--- src/rtl/rom_load_ctrl.sv ---
// ROM download sequencer: shares one byte-wide memory port between the HPS download stream
// and the game CPU, and owns the game core reset.
module rom_load_ctrl #(
  parameter int unsigned ADDR_W       = 17,
  parameter int unsigned REGION_SHIFT = 14,
  parameter int unsigned REGION_CNT   = 6,
  parameter int unsigned RESET_HOLD   = 16
) (
  input  logic              clk_sys,
  input  logic              reset,
  input  logic              dn_download,
  input  logic              dn_wr,
  input  logic [ADDR_W-1:0] dn_addr,
  input  logic [7:0]        dn_data,
  input  logic              cpu_rd,
  input  logic [ADDR_W-1:0] cpu_addr,
  output logic [7:0]        cpu_data,
  output logic              cpu_valid,
  output logic              cpu_busy,
  output logic [ADDR_W-1:0] mem_addr,
  output logic [7:0]        mem_din,
  output logic              mem_we,
  input  logic [7:0]        mem_dout,
  output logic              core_reset,
  output logic              load_err
);

  localparam int unsigned RegW  = ADDR_W - REGION_SHIFT;
  localparam int unsigned HoldW = (RESET_HOLD > 1) ? $clog2(RESET_HOLD) : 1;
  localparam logic [RegW:0]      RegLim   = (RegW + 1)'(REGION_CNT);
  localparam logic [HoldW-1:0]   HoldLast = HoldW'(RESET_HOLD - 1);

  typedef enum logic [1:0] {StIdle, StLoading, StHold, StRun} state_e;

  state_e            r_state;
  state_e            w_state_d;
  logic [ADDR_W:0]   r_byte_cnt;
  logic [HoldW-1:0]  r_hold_cnt;
  logic              r_core_reset;
  logic              r_load_err;
  logic              r_mem_we;
  logic [ADDR_W-1:0] r_mem_addr;
  logic [7:0]        r_mem_din;
  logic [7:0]        r_cpu_data;
  logic              r_cpu_valid;
  logic              r_rd_pend;
  logic              r_rd_wait;

  logic w_wr_req;
  logic w_in_range;
  logic w_wr_ok;
  logic w_wr_bad;
  logic w_enter_load;
  logic w_stay_run;
  logic w_busy;
  logic w_rd_accept;

  always_comb begin
    w_wr_req     = (r_state == StLoading) && dn_wr;
    w_in_range   = {1'b0, dn_addr[ADDR_W-1:REGION_SHIFT]} < RegLim;
    w_wr_ok      = w_wr_req && w_in_range;
    w_wr_bad     = w_wr_req && !w_in_range;
    w_busy       = (r_state != StRun) || r_rd_pend || r_rd_wait;

    w_state_d = r_state;
    unique case (r_state)
      StIdle:    if (dn_download) w_state_d = StLoading;
      // A write in the falling cycle still counts towards a non-empty download.
      StLoading: if (!dn_download) begin
        w_state_d = ((r_byte_cnt != '0) || w_wr_ok) ? StHold : StIdle;
      end
      StHold: begin
        if (dn_download)                  w_state_d = StLoading;
        else if (r_hold_cnt == HoldLast)  w_state_d = StRun;
      end
      StRun:     if (dn_download) w_state_d = StLoading;
      default:   w_state_d = StIdle;
    endcase

    w_enter_load = (r_state != StLoading) && (w_state_d == StLoading);
    w_stay_run   = (r_state == StRun) && (w_state_d == StRun);
    w_rd_accept  = w_stay_run && !w_busy && cpu_rd;
  end

  always_ff @(posedge clk_sys or posedge reset) begin
    if (reset) begin
      r_state      <= StIdle;
      r_byte_cnt   <= '0;
      r_hold_cnt   <= '0;
      r_core_reset <= 1'b1;
      r_load_err   <= 1'b0;
      r_mem_we     <= 1'b0;
      r_mem_addr   <= '0;
      r_mem_din    <= '0;
      r_cpu_data   <= '0;
      r_cpu_valid  <= 1'b0;
      r_rd_pend    <= 1'b0;
      r_rd_wait    <= 1'b0;
    end else begin
      r_state      <= w_state_d;
      r_core_reset <= (w_state_d != StRun);

      if (w_enter_load)                         r_byte_cnt <= '0;
      else if (w_wr_ok && (r_byte_cnt != '1))   r_byte_cnt <= r_byte_cnt + 1'b1;

      if (w_enter_load)   r_load_err <= 1'b0;
      else if (w_wr_bad)  r_load_err <= 1'b1;

      if ((r_state == StHold) && (w_state_d == StHold)) r_hold_cnt <= r_hold_cnt + 1'b1;
      else                                              r_hold_cnt <= '0;

      r_mem_we <= w_wr_ok;
      if (w_wr_ok) begin
        r_mem_addr <= dn_addr;
        r_mem_din  <= dn_data;
      end else if (w_rd_accept) begin
        r_mem_addr <= cpu_addr;
      end

      // Any exit from RUN drops the read pipeline, abandoning an outstanding read.
      r_rd_pend   <= w_rd_accept;
      r_rd_wait   <= r_rd_pend && w_stay_run;
      r_cpu_valid <= r_rd_wait && w_stay_run;
      if (r_rd_wait && w_stay_run) r_cpu_data <= mem_dout;
    end
  end

  assign cpu_data   = r_cpu_data;
  assign cpu_valid  = r_cpu_valid;
  assign cpu_busy   = w_busy;
  assign mem_addr   = r_mem_addr;
  assign mem_din    = r_mem_din;
  assign mem_we     = r_mem_we;
  assign core_reset = r_core_reset;
  assign load_err   = r_load_err;

endmodule

--- config.mk ---
export PLATFORM = sky130hd
export DESIGN_NAME = rom_load_ctrl
export DESIGN_NICKNAME = d
export VERILOG_FILES = /design/src/rtl/rom_load_ctrl.sv
export SDC_FILE = /design/constraint.sdc
export NUM_CORES = 1
export LEC_CHECK = 0
export CAP_MARGIN = 20
export CORE_AREA = 2 2 83 85
export CTS_CLUSTER_SIZE = 16
export DETAILED_ROUTE_END_ITERATION = 8
export DIE_AREA = 0 0 85 87
export GPL_ROUTABILITY_DRIVEN = 0
export PLACE_DENSITY = 0.79
export SETUP_SLACK_MARGIN = 0.5
export SYNTH_ARGS = -nofsm -noshare
export SYNTH_HDL_FRONTEND = slang
export SYNTH_SLANG_ARGS = --single-unit
--- constraint.sdc ---
create_clock -name clk_sys -period 2.5 [get_ports clk_sys]
set_input_delay 0.375 -clock clk_sys [delete_from_list [all_inputs] [get_ports clk_sys]]
set_output_delay 0.375 -clock clk_sys [all_outputs]
set_load 0.05 [all_outputs]
Word-level counts from Yosys, hierarchy flattened

Index checks and enable logic that the tools add are counted.

$add $sub $neg: 2
Magnitude comparators: 1
Eq/ne operators: 11
Muxes and demuxes: 13
Reductions and logical operators: 22

Operators by type and width:

| cell                                                  | number |
|---|---|
| two-way mux 18 bit                                    | 2 |
| two-way mux 17 bit                                    | 2 |
| adder 18 x 1 -> 18 bit, second input constant         | 1 |
| inequality test 18 bit, second input constant         | 1 |
| nonzero test 18 bit                                   | 1 |
| logical AND 1 bit                                     | 11 |
| two-way mux 2 bit                                     | 5 |
| equality test 2 bit, second input constant            | 4 |
| case mux 2 bit (3 select lines)                       | 1 |
| nonzero test 2 bit                                    | 3 |
| adder 4 x 1 -> 4 bit, second input constant           | 1 |
| equality test 2 x 1 -> 1 bit, second input constant   | 2 |
| equality test 4 bit, second input constant            | 1 |
| two-way mux 4 bit                                     | 1 |
| inequality test 2 bit, second input constant          | 2 |
| logical OR 1 bit                                      | 3 |
| less-than comparator 3 bit, second input constant     | 1 |
| zero test 1 bit                                       | 2 |
| zero test 2 bit                                       | 1 |
| two-way mux 1 bit                                     | 2 |
| inequality test 2 x 1 -> 1 bit, second input constant | 1 |
| OR reduction 2 bit                                    | 1 |

Register bits after elaboration: 63
Bits of input ports: 55
Output and inout port bits: 38

Longest topological paths before layout

Gate-level depths: netlist of the first run.

Depth in word-level cells: 13
Gate-level depth with buffers: 10

Worst setup path after synthesis of the first run

No wires, ideal clock.

Kind: register to register
From: register r_state[1]
To: register r_cpu_data[0], in the netlist cpu_data[0]
Setup time: 0.125 ns
Arrival: 2.117 ns
Data required time: 2.375 ns
Slack: 0.257 ns
Cell stages (with the launch flop): 11
Path buffers: 2
Path through: dfrtp_1 -> inv_1 -> ha_1 -> nand2_1 -> or2_0 -> a31oi_1 -> or2_1 -> buf_6 -> and4_4 -> buf_6 -> mux2_4

Longest elaborated chain between the ends: 10
Elaborated cells between the ends (all ways): 17
Those cells by class: 4 x eq/ne; 6 x mux; 7 x reduce/logical

RTL lines:

| element                           | line   | source |
|---|---|---|
| start, declared                   | 35     | `state_e r_state;` |
| start signal, assigned            | 87     | `r_state <= StIdle;` |
| start signal, assigned            | 100    | `r_state <= w_state_d;` |
| equality test 2 x 1 -> 1 bit      | 59, 66 |  |
| logical AND 1 bit                 | 59     | `w_wr_req = (r_state == StLoading) && dn_wr;` |
| logical AND 1 bit                 | 61     | `w_wr_ok = w_wr_req && w_in_range;` |
| logical OR 1 bit                  | 70     | `w_state_d = ((r_byte_cnt != '0) \|\| w_wr_ok) ? StHold : StIdle;` |
| two-way mux 2 bit                 | 70     |  |
| two-way mux 2 bit                 | 69     | `StLoading: if (!dn_download) begin` |
| case mux 2 bit (3 select lines) * | 66     | `unique case (r_state)` |
| via w_state_d[1]                  | 36     | `state_e w_state_d;` |
| equality test 2 bit *             | 81     | `w_stay_run = (r_state == StRun) && (w_state_d == StRun);` |
| logical AND 1 bit *               | 81     |  |
| logical AND 1 bit *               | 124    | `if (r_rd_wait && w_stay_run) r_cpu_data <= mem_dout;` |
| end signal, assigned              | 124    |  |
| end, declared                     | 44     | `logic [7:0] r_cpu_data;` |

The timed path passes the listed nets; every way through them passes the cells marked *.
A chain may end at the register's enable or synchronous reset.

Worst setup path after layout of the first run

From: register r_state[1]
To: register r_byte_cnt[3]

Longest elaborated chain between the ends: 10
Elaborated cells between the ends (all ways): 20
Those cells by class: 5 x eq/ne; 7 x mux; 8 x reduce/logical

RTL lines:

| element                                                         | line   | source |
|---|---|---|
| equality test 2 x 1 -> 1 bit                                    | 59, 66 |  |
| logical AND 1 bit                                               | 59     |  |
| logical AND 1 bit                                               | 61     |  |
| logical OR 1 bit                                                | 70     |  |
| two-way mux 2 bit                                               | 70     |  |
| two-way mux 2 bit                                               | 69     |  |
| case mux 2 bit (3 select lines)                                 | 66     |  |
| equality test 2 x 1 -> 1 bit                                    | 80     | `w_enter_load = (r_state != StLoading) && (w_state_d == StLoading);` |
| logical AND 1 bit                                               | 80     |  |
| two-way mux 18 bit / nonzero test 2 bit (equally long branches) | -      |  |
| end signal, assigned                                            | 104    | `else if (w_wr_ok && (r_byte_cnt != '1)) r_byte_cnt <= r_byte_cnt + 1'b1;` |
| end, declared                                                   | 37     | `logic [ADDR_W:0] r_byte_cnt;` |

Several ways; a longest one is shown, not always the timed one.

==> key figures, run 1 <==
Status
  • Status: finished, final reports clean

Finish
  • Fillcell total: 447
  • Final #Nets: 470
  • Reg area: around 1600 um2
  • N_diodes: 0
  • Area of the multi-input gates: 1520 um2
  • Synth-to-Final Area Change: 56.5%
  • Fraction of final layout cells sized beyond drive strength 1: 22.0%

Pwr
  • P per Cell Area: around 1100 nW/um2
  • Sequential share of power: 28.2%
  • Pleak: between 2 and 2.5 nW
  • P_int: 2.87 mW
  • Part of the power in the clock network: 17.7%
  • Comb pwr share: 54.0%
  • IR drop worst, VDD: between 800 and 900 uV
  • Net Switching: 2.11 mW
  • Design Power: 4.97 mW
  • Switching power share of the total: 42.3%

Critical path
  • Flop-to-flop setup slack: 200 ps
  • Reg2reg path depth: 10
  • Reg-to-Reg Start: r_state[1]
  • CP Capture Type: flop
  • Reg2reg end: r_byte_cnt[3]
  • Worst Path Required: between 2000 and 3000 ps
  • Element type at the critical path start: flop
  • WS Path Type: flop to flop
  • Critical path arrival: 2540 ps
  • Worst-path maximum fanout: 6

Detailed routing
  • Routed wire length per instance: 16.8 um
  • DRT Wirelength: 8290 um
  • 1st-pass router iterations: 4
  • Vias/cell: 5.24
  • DR iter-0 viols: 196
  • Vias post-DR: about 2600
  • DR DRC count: 0
  • Antenna-violating nets left: 0

Floorplanning
  • Die area: between 7000 and 8000 um2
  • Core ar.: 6570 um2
  • Initial core utilization: between 40% and 50%
  • # IOs: 93
  • Die X-Extent: 85 um
  • Num rows: 30
  • Die height: 87 um

Timing
  • Worst-Margin Slew: 532 ps
  • Shortest period the worst path allows: 2300 ps
  • Fin. max-slew vios: 0
  • Final setup vio count: 0
  • Final Skew: 8.62 ps
  • Relative slew slack: 64.4%
  • Setup TNS: 0 ps
  • Max Fclk: 0.435 GHz
  • Final Cycle Share: a little over 90%
  • Final Hold Vio Count: 0
  • Unrepaired setup endpoints after global routing: yes

Yosys
  • Mapped Area: 2990 um2
  • Primary FF master, synth: dfrtp_1
  • Syn Area/Cell: 10.4 um2
  • Asr flop ratio synth: 100%
  • Synth cell types: between 40 and 50
  • Yosys reg bits: 63
  • Syn_nets: between 300 and 400
  • Register area share after synthesis: 52.7%
  • Yosys warnings: 0
  • EDFF count, synth: 0
  • Synth Instances: 288

CTS
  • Clk_lat worst skew: between 300 and 400 ps
  • Hold buffers post-CTS: 0
  • TritonCTS Buffers: 9
  • Root buffer cell: clkbuf_8
  • H-tree depth: 3
  • Longest Clk Path Bufs: 2
  • Worst-path clk slew: about 70 ps
  • CTS tree: done
  • # clock sinks: 63

Global route
  • Vias in the first global route: 2530
  • Largest net degree at the start of global routing: 64
  • Total grt overflow: 0
  • Total GRT Usage: 21.5%
  • First-pass GRT wire length: 12300 um
  • Antenna violations before repair: 0

Min path
  • Worst Hold Class: input port to asynchronous set/reset pin

Placement
  • Final HPWL from detailed placement: 4980 um
  • Buffers added on ports: slightly above 90

Job
  • Max cap viols: 0
[layer usage]
layer	vias up	global-route usage [%]	share of wire [%]	wire (um)
met3	11	5.59	7.6	627
met1	1239	27.1	41	3360
li1	1221	-	-	-
met5	-	0	0	0
met2	114	36.4	51	4200
met4	0	6.93	1.1	94
[worst max path at each step]
stage                           start            end  slack (ps)  cells after the start
after floorplan            r_state[0]    cpu_data[0]         310                     10
after global placement    dn_addr[15]    cpu_data[7]         120                      7
after detailed placement  dn_addr[15]    cpu_data[1]          40                      7
after CTS                  r_state[0]    cpu_data[1]         310                      8
after global routing       r_state[1]  r_byte_cnt[3]          70                     10
final                      r_state[1]  r_byte_cnt[3]         200                     10
[state kept, by name, indices dropped and copies added, names as in the netlist]
| register | cells |
|---|---|
| core_reset | 1 |
| cpu_data | 8 |
| cpu_valid | 1 |
| load_err | 1 |
| mem_addr | 17 |
| mem_din | 8 |
| mem_we | 1 |
| r_byte_cnt | 18 |
| r_hold_cnt | 4 |
| r_rd_pend | 1 |
| r_rd_wait | 1 |
| r_state | 2 |
[final cells by class]
type | instances | share of cell area [%]
Sequential cell | 63 | 33.7
Clock inverter | 5 | 1.23
Tap cell | 80 | 2.14
Timing Repair Buffer | 118 | 26.5
Clock buffer | 11 | 3.02
Inverter | 12 | 0.962
Multi-Input combinational cell | 204 | 32.4
[power by group through the flow]
| stage | clock network, mW | logic (mW) | registers [mW] |
|---|---|---|---|
| global route | 0.944 | 2.82 | 1.43 |
| global placement | 0 | 2.01 | 1.40 |
| detailed placement | 0 | 2.05 | 1.42 |
| CTS | 0.891 | 2.40 | 1.40 |
| finish | 0.881 | 2.69 | 1.40 |
| floorplan | 0 | 0.584 | 2.14 |
[through the flow]
step / cell area [um2] / util, % / worst slack (ps) / hold slack, ps / std cells
2_1_floorplan: 3020 / - / 305 / 433 / 288
6_report: 4680 / 71.3 / 202 / 426 / 493
3_5_place_dp: 4070 / 61.9 / 39.7 / 452 / 458
5_1_grt: 4680 / 71.3 / 73.8 / 473 / 493
4_1_cts: 4450 / 67.8 / 306 / 449 / 486
3_3_place_gp: 4070 / 61.9 / 119 / 449 / 458
[cells in the mapped netlist, types with 2 or more instances]
cell	number	area [um2]
o21ai_0	2	10.0
nor2_1	47	176
o31ai_1	2	15.0
nand4_1	6	37.5
inv_1	12	45.0
xnor2_1	10	87.6
mux2_4	8	120
ha_1	7	87.6
or2_1	2	12.5
a31oi_1	2	12.5
nand2_1	34	128
or3_1	2	12.5
mux2i_1	16	160
buf_6	3	33.8
xor2_1	8	70.1
nor4_1	2	12.5
dfrtp_1	62	1550
clkbuf_1	3	11.3
nor3_1	5	25.0
nand3_1	9	45.0
buf_4	2	15.0
and3_1	3	18.8
a21oi_1	18	90.1
[cells in the final DEF (no fill, tap or decap), drive strengths merged, types with 4 or more instances in the layout]
master         instances
clkdlybuf4s50         90
xor2                   8
ha                     7
mux2i                 16
dfrtp                 62
mux2                   9
nand3                  9
clkbuf                13
buf                   25
nand2                 34
a21oi                 18
inv                   12
or2                    4
nor3                   5
nand4                  6
xnor2                 10
nor2                  47
[timing repair]
item                       CTS  global route
resized for setup           27            33
buffers inserted             9             5
pin swaps                    7            28
cloned                       3             2
setup endpoints to repair   53            51
[critical path: stages, from the launching register on]
cell     delay (ps)
dfrtp_2         440
inv_2           150
ha_4            180
nand2_1          90
or2_1           270
buf_4           150
inv_1           110
o31a_1          310
nand4_1         210
xor2_2          230
nor2_4           50
[cells by family (layout without fill, tap and decap cells)]
| logic type | count (synthesis) | after routing | synth area share, % |
|---|---|---|---|
| xor gates and xnor gates | 18 | 18 | 5.27 |
| adders and majority gates | 7 | 7 | 2.93 |
| and+or+nand+nor | 121 | 122 | 19.1 |
| buffers and inverters | 22 | 146 | 3.80 |
| muxes | 25 | 25 | 9.74 |
| AOI/OAI and AO/OA | 32 | 32 | 6.52 |
| DFF | 63 | 63 | 52.7 |
(Power assumes the default switching activity.)
==> run 2: changes to the inputs <==
Settings changed: SETUP_SLACK_MARGIN 0.5 to 0.05.
==> key figures, run 2 (synthesized netlist as in run 1, its figures left out) <==
CTS
  • TritonCTS Buffers: 9
  • H-tree depth: 3
  • Worst-path clk slew: 70 ps
  • # clock sinks: 63
  • Clk_lat worst skew: 330 ps
  • CTS tree: done
  • Longest Clk Path Bufs: 2
  • Root buffer cell: clkbuf_8

Detailed routing
  • Vias/cell: 5.07
  • Routed wire length per instance: 14.5 um
  • 1st-pass router iterations: 4
  • Vias post-DR: 2409
  • DR DRC count: 0
  • Met3 wire length: 435 um
  • DRT Wirelength: just under 7000 um
  • Antenna-violating nets left: 0
  • Met1 WL: ~3000 um
  • DR iter-0 viols: 109
  • Met2 WL: 3270 um
  • DR top layer: met4

Finish
  • Final #Nets: 452
  • Non-Filler Cell Area, Final: about 4200 um2
  • Synth-to-Final Area Change: 41.9%
  • Most common cell after layout, fill and taps aside: clkdlybuf4s50_1
  • Final std cells w/o fill: 475
  • Area of the multi-input gates: roughly 1300 um2
  • Biggest register: r_byte_cnt
  • Largest register FFs: 18
  • Reg area: around 1600 um2
  • Fillcell total: 516
  • N_diodes: 0
  • Fraction of final layout cells sized beyond drive strength 1: 9.87%
  • Most frequent cells in the layout: clkdlybuf4s50_1 (92), dfrtp_1 (62), nor2_1 (47), nand2_1 (34), a21oi_1 (18)

Timing
  • Shortest period the worst path allows: roughly 2400 ps
  • Max Fclk: 0.421 GHz
  • Final setup vio count: 0
  • Final Cycle Share: 95.0%
  • Fin. max-slew vios: 0
  • Final Hold Vio Count: 0
  • Final WS setup: 124 ps
  • Unrepaired setup endpoints after global routing: yes
  • Relative slew slack: 64.4%
  • Final Skew: 8.83 ps
  • Setup TNS: 0 ps
  • Worst-Margin Slew: approximately 530 ps

Critical path
  • Reg2reg path depth: 8
  • WS Path Type: flop to flop
  • Element type at the critical path start: flop
  • Worst Path Required: 2710 ps
  • Reg-to-Reg Start: r_state[0]
  • Reg2reg end: cpu_data[4]
  • Critical path arrival: approximately 2600 ps
  • Flop-to-flop setup slack: 120 ps
  • CP Capture Type: flop
  • Worst-path maximum fanout: 9

Floorplanning
  • Die X-Extent: 85 um
  • Core ar.: 6570 um2
  • # IOs: 93
  • Initial core utilization: between 40 and 50%
  • Die area: ~7400 um2
  • Num rows: 30
  • Die height: 87 um

Pwr
  • Design Power: 4.27 mW
  • Sequential share of power: 32.6%
  • Switching power share of the total: 41.7%
  • Net Switching: ~1.8 mW
  • Part of the power in the clock network: 20.1%
  • P_int: 2.49 mW
  • Comb pwr share: 47.3%
  • Pleak: 1.98 nW
  • IR drop worst, VDD: 785 uV
  • P per Cell Area: 1010 nW/um2

Status
  • Status: finished, final reports clean

Global route
  • Total GRT Usage: 19.6%
  • Vias in the first global route: 2365
  • First-pass GRT wire length: 11400 um
  • Antenna violations before repair: 0
  • Largest net degree at the start of global routing: 44
  • Total grt overflow: 0

Placement
  • Placed Area: a little over 4000 um2
  • Buffers added on ports: 92
  • Placement Setup Slack: 84.0 ps
  • Final HPWL from detailed placement: 5070 um
  • Placed cells: 458

Job
  • Max cap viols: 0

Min path
  • Worst Hold Class: input port to asynchronous set/reset pin
## run 2: critical path: stages, from the launching register on
cell       delay [ps]
dfrtp_1           420
inv_1              90
ha_1              240
nand4_1           120
a2111oi_0         420
or2_1             190
or2_1             130
and4_4            340
mux2_4            320
## run 2: repair_timing
| item | 4_1_cts | 5_1_grt |
|---|---|---|
| hold buffers | 0 | 0 |
| resized for setup | 0 | 0 |
| endpoints found under the setup margin | 0 | 6 |
| setup buffers | 0 | 1 |
## run 2: worst max-delay path by stage
stage	from	to	depth (start not counted)
global placement	dn_addr[15]	cpu_data[4]	7
floorplan	r_state[1]	cpu_data[0]	10
global route	r_state[0]	cpu_data[4]	8
CTS	r_state[0]	cpu_data[4]	8
finish	r_state[0]	cpu_data[4]	8
detailed placement	dn_download	r_byte_cnt[10]	9
## run 2: metrics by stage
stage / utilization [%] / hold WS, ps
CTS: 64.6 / 394
global placement: 61.7 / 448
global route: 64.7 / 419
floorplan: - / 433
finish: 64.7 / 382
detailed placement: 61.7 / 455
## run 2: layout make-up
type / instances / share of cell area (%)
clock buffer: 12 / 3.42
clock inverter: 4 / 1.06
inverter: 12 / 1.06
multi-input combinational: 203 / 30.8
sequential: 63 / 37.1
tap: 80 / 2.36
timing repair buffer: 101 / 24.2
## run 2: routing by layer
layer,global-route usage [%],vias to the layer above
met5,0,-
met4,8.37,0
met3,4.45,11
met2,31.6,76
met1,25.5,1137
li1,-,1185
## run 2: power groups by stage
stage | registers, mW | clock network, mW | logic, mW
2_1_floorplan | 2.14 | 0 | 0.571
3_3_place_gp | 1.40 | 0 | 1.99
3_5_place_dp | 1.41 | 0 | 2.02
4_1_cts | 1.39 | 0.886 | 2.02
5_1_grt | 1.42 | 0.935 | 2.15
6_report | 1.39 | 0.857 | 2.02
